`src/rtl/my_bcd.sv`:
```
// Registered BCD-to-seven-segment decoder, active-high segments a-g, 1-cycle latency.
// Define MY_BCD_HEX_EN to show hex glyphs A-F for codes 10-15 (otherwise they blank).
module my_bcd (
    input  logic clk,
    input  logic rst,
    input  logic in0,
    input  logic in1,
    input  logic in2,
    input  logic in3,
    output logic a,
    output logic b,
    output logic c,
    output logic d,
    output logic e,
    output logic f,
    output logic g
);

    logic [3:0] digit_s;
    logic [6:0] seg_d;
    logic [6:0] seg_q;

    // Segment pattern ordered {a,b,c,d,e,f,g}; unlisted codes blank the digit.
    function automatic logic [6:0] seg_decode(input logic [3:0] n);
        logic [6:0] pat;
        case (n)
            4'd0:    pat = 7'b1111110;
            4'd1:    pat = 7'b0110000;
            4'd2:    pat = 7'b1101101;
            4'd3:    pat = 7'b1111001;
            4'd4:    pat = 7'b0110011;
            4'd5:    pat = 7'b1011011;
            4'd6:    pat = 7'b1011111;
            4'd7:    pat = 7'b1110000;
            4'd8:    pat = 7'b1111111;
            4'd9:    pat = 7'b1111011;
`ifdef MY_BCD_HEX_EN
            4'd10:   pat = 7'b1110111;
            4'd11:   pat = 7'b0011111;
            4'd12:   pat = 7'b1001110;
            4'd13:   pat = 7'b0111101;
            4'd14:   pat = 7'b1001111;
            4'd15:   pat = 7'b1000111;
`endif
            default: pat = 7'b0000000;
        endcase
        return pat;
    endfunction

    assign digit_s = {in3, in2, in1, in0};

    // Combinational decode of the current digit.
    always_comb begin
        seg_d = 7'b0000000;
        seg_d = seg_decode(digit_s);
    end

    // Output register; reset blanks the digit without waiting for a clock.
    always_ff @(posedge clk or posedge rst) begin
        if (rst) begin
            seg_q <= 7'b0000000;
        end else begin
            seg_q <= seg_d;
        end
    end

    assign {a, b, c, d, e, f, g} = seg_q;

endmodule

```
`config.mk`:
```
export PLATFORM = sky130hd
export DESIGN_NAME = my_bcd
export DESIGN_NICKNAME = d
export VERILOG_FILES = /design/src/rtl/my_bcd.sv
export SDC_FILE = /design/constraint.sdc
export NUM_CORES = 1
export LEC_CHECK = 0
export ABC_AREA = 1
export BUFFER_PORTS_ARGS = -buffer_cell sky130_fd_sc_hd__buf_2
export CORE_AREA = 2 2 39 41
export CTS_BUF_LIST = sky130_fd_sc_hd__clkbuf_8
export DETAILED_ROUTE_END_ITERATION = 7
export DIE_AREA = 0 0 41 43
export PLACE_DENSITY = 0.56
export SETUP_SLACK_MARGIN = 0.5
export SLEW_MARGIN = 20
export SYNTH_ARGS = -nofsm -noshare
export SYNTH_HDL_FRONTEND = slang
export SYNTH_SLANG_ARGS = --single-unit
```
`constraint.sdc`:
```
create_clock -name clk -period 0.8 [get_ports clk]
set_input_delay 0.08 -clock clk [delete_from_list [all_inputs] [get_ports clk]]
set_output_delay 0.08 -clock clk [all_outputs]
set_load 0.01 [all_outputs]
```
==> reports/metrics.yaml <==
final_hold_viol_count: 7
syn_avg_cell_area_sq_um: 8.28
die_w_um: 41
drt_iter0_markers: 2
io_pins: 13
critical_path_required_ns: 0.72
violations: "hold timing"
numPortBuffers: 12
end_kind: "output port"
critical_path_class: "reg -> out"
wl_per_cell_um: 8.01
start_util_pct: 28.1
whs_ns: -0.225
tightest_slew_ns: 0.247
cts_root_buf: "clkbuf_8"
crit_path_max_incr_delay_ns: 0.37
setup.worst_path.start_class: "register"
yosysSeqAreaShare_pct: 45.0
top_regs: "seg_q (7)"
utilization_pct: 52.4
ys_top_cells_by_area: "dfrtp_1 45%, nand2_1 22%, ha_1 19%"
cts_inserted_buffers: 3
status: "finished, violations left"
worst_ir_drop_vdd_v: 0.000526
yosys_warnings: 0
cts_tree: "done"
synth_cell_types: 7
fin_setup_tns_ns: 0
place_congestion: 0.695
via_per_inst: 3.95
regMostFlops: "seg_q"
final_common_cell: "nand2_1"
finalPower_uw: 1110
htreeDepth: 1
area_growth_pct: 86.5
critPathLaunch: "seg_q[3]"
grt_pass1_vias: 281
layout-drive-gt1-share_pct: 59.7
nets: 80
slew_violations: 0
power_density_nw_per_um2: 1530
final_area_sq_um: 726
wl_um: 665
relSlewSlack_pct: 83.5
firstDrtPassIters: 2
grt_remaining_overflow: 0
synth_nets: 59
crit_fanout: 1
finalCriticalPeriod_ns: 0.784
grt_usage_pct: 9.36
dpl.hpwl_um: 544
drv_cap: 0
cts_max_path_buffers: 2
synth_top_area_share_pct: 45.0
largest_register_ffs: 7
path_delay_family: "flip-flops"
setup_viol: 0
drc: 0
worst-path-buf-inv: 1
dpl-instance-area_sq_um: 563
rsz0062_at_grt: "yes"
period_share_pct: 98.0
final_cell_mix: "17 x nand2_1, 8 x buf_2, 7 x nand2_2, 7 x dfrtp_1, 6 x ha_4"
synthCells: 47
syn_area_sq_um: 389
cp.arrival_ns: 0.70
cpMaxStageDelayCell: "dfrtp_1"
synth_top_area_cell: "dfrtp_1"
min_path_type: "in -> async"
grt_antenna_before_repair: 0
dieArea_sq_um: 1760
synth-seq-cells: 7
leakagePower_uw: 0.000380
coreArea_sq_um: 1380
max_freq_ghz: 1.27
num_antenna_cells: 0
clkTransAtPathRegs_ns: 0.04
row_count: 14
grt_max_degree: 8
grt_pass1_wl_um: 1080
die_height_um: 43
crit_chain: "buf_6"
final_antenna_net_count: 0
routed-via-count: 328
cts.sinks: 7
## power breakdown
part / internal (uW) / switching [uW] / total, uW
Clock: 329 / 126 / 455
Sequential: 385 / 7.50 / 393
Combinational: 127 / 133 / 260
## cells in the mapped netlist
library cell,n
dfrtp_1,7
nand2_1,23
inv_1,6
nand3_2,1
ha_1,6
nand2_2,2
inv_2,2
## cells by family after synthesis
kind of cell,count (synthesis),share of synthesized area (%)
AND/OR/NAND/NOR,26,28.0
buffers and inverters,8,7.72
flip-flops,7,45.0
adder cells (fa/ha/maj),6,19.3
## worst max path at each step
stage / slack (ns) / to / cells past startpoint
floorplan: 0.19 / seg_q[3] / 6
global placement: -0.09 / seg_q[3] / 7
CTS: 0.004 / d / 1
global route: -0.02 / c / 1
finish: 0.02 / d / 1
detailed placement: -0.1 / seg_q[3] / 7
## layer usage
metal / global-route usage (%) / wire, um
met2: 14.4 / 362
met5: 0 / 0
met1: 9.06 / 225
met3: 3.66 / 63
met4: 8.00 / 13
## timing repair
action,in CTS,in global routing
endpoints found under the setup margin,14,14
hold endpoints to repair,7,7
gates cloned,0,0
pin swaps,5,2
gates resized for setup,19,7
buffers inserted,0,1
## layout make-up
class	instances	area [sq um]
Tap cell	16	20.0
Multi-Input combinational cell	32	279
Clock inverter	1	3.75
Clock buffer	3	41.3
Timing Repair Buffer	16	148
Inverter	8	58.8
Sequential cell	7	175
Fill cell	132	658
## stage by stage
step | instances | worst slack (ns)
after floorplan | 47 | 0.186
after global placement | 78 | -0.0906
after detailed placement | 78 | -0.0985
after CTS | 82 | 0.00440
after global routing | 83 | -0.0163
final | 83 | 0.0157
Power figures use the tool's default switching activity.
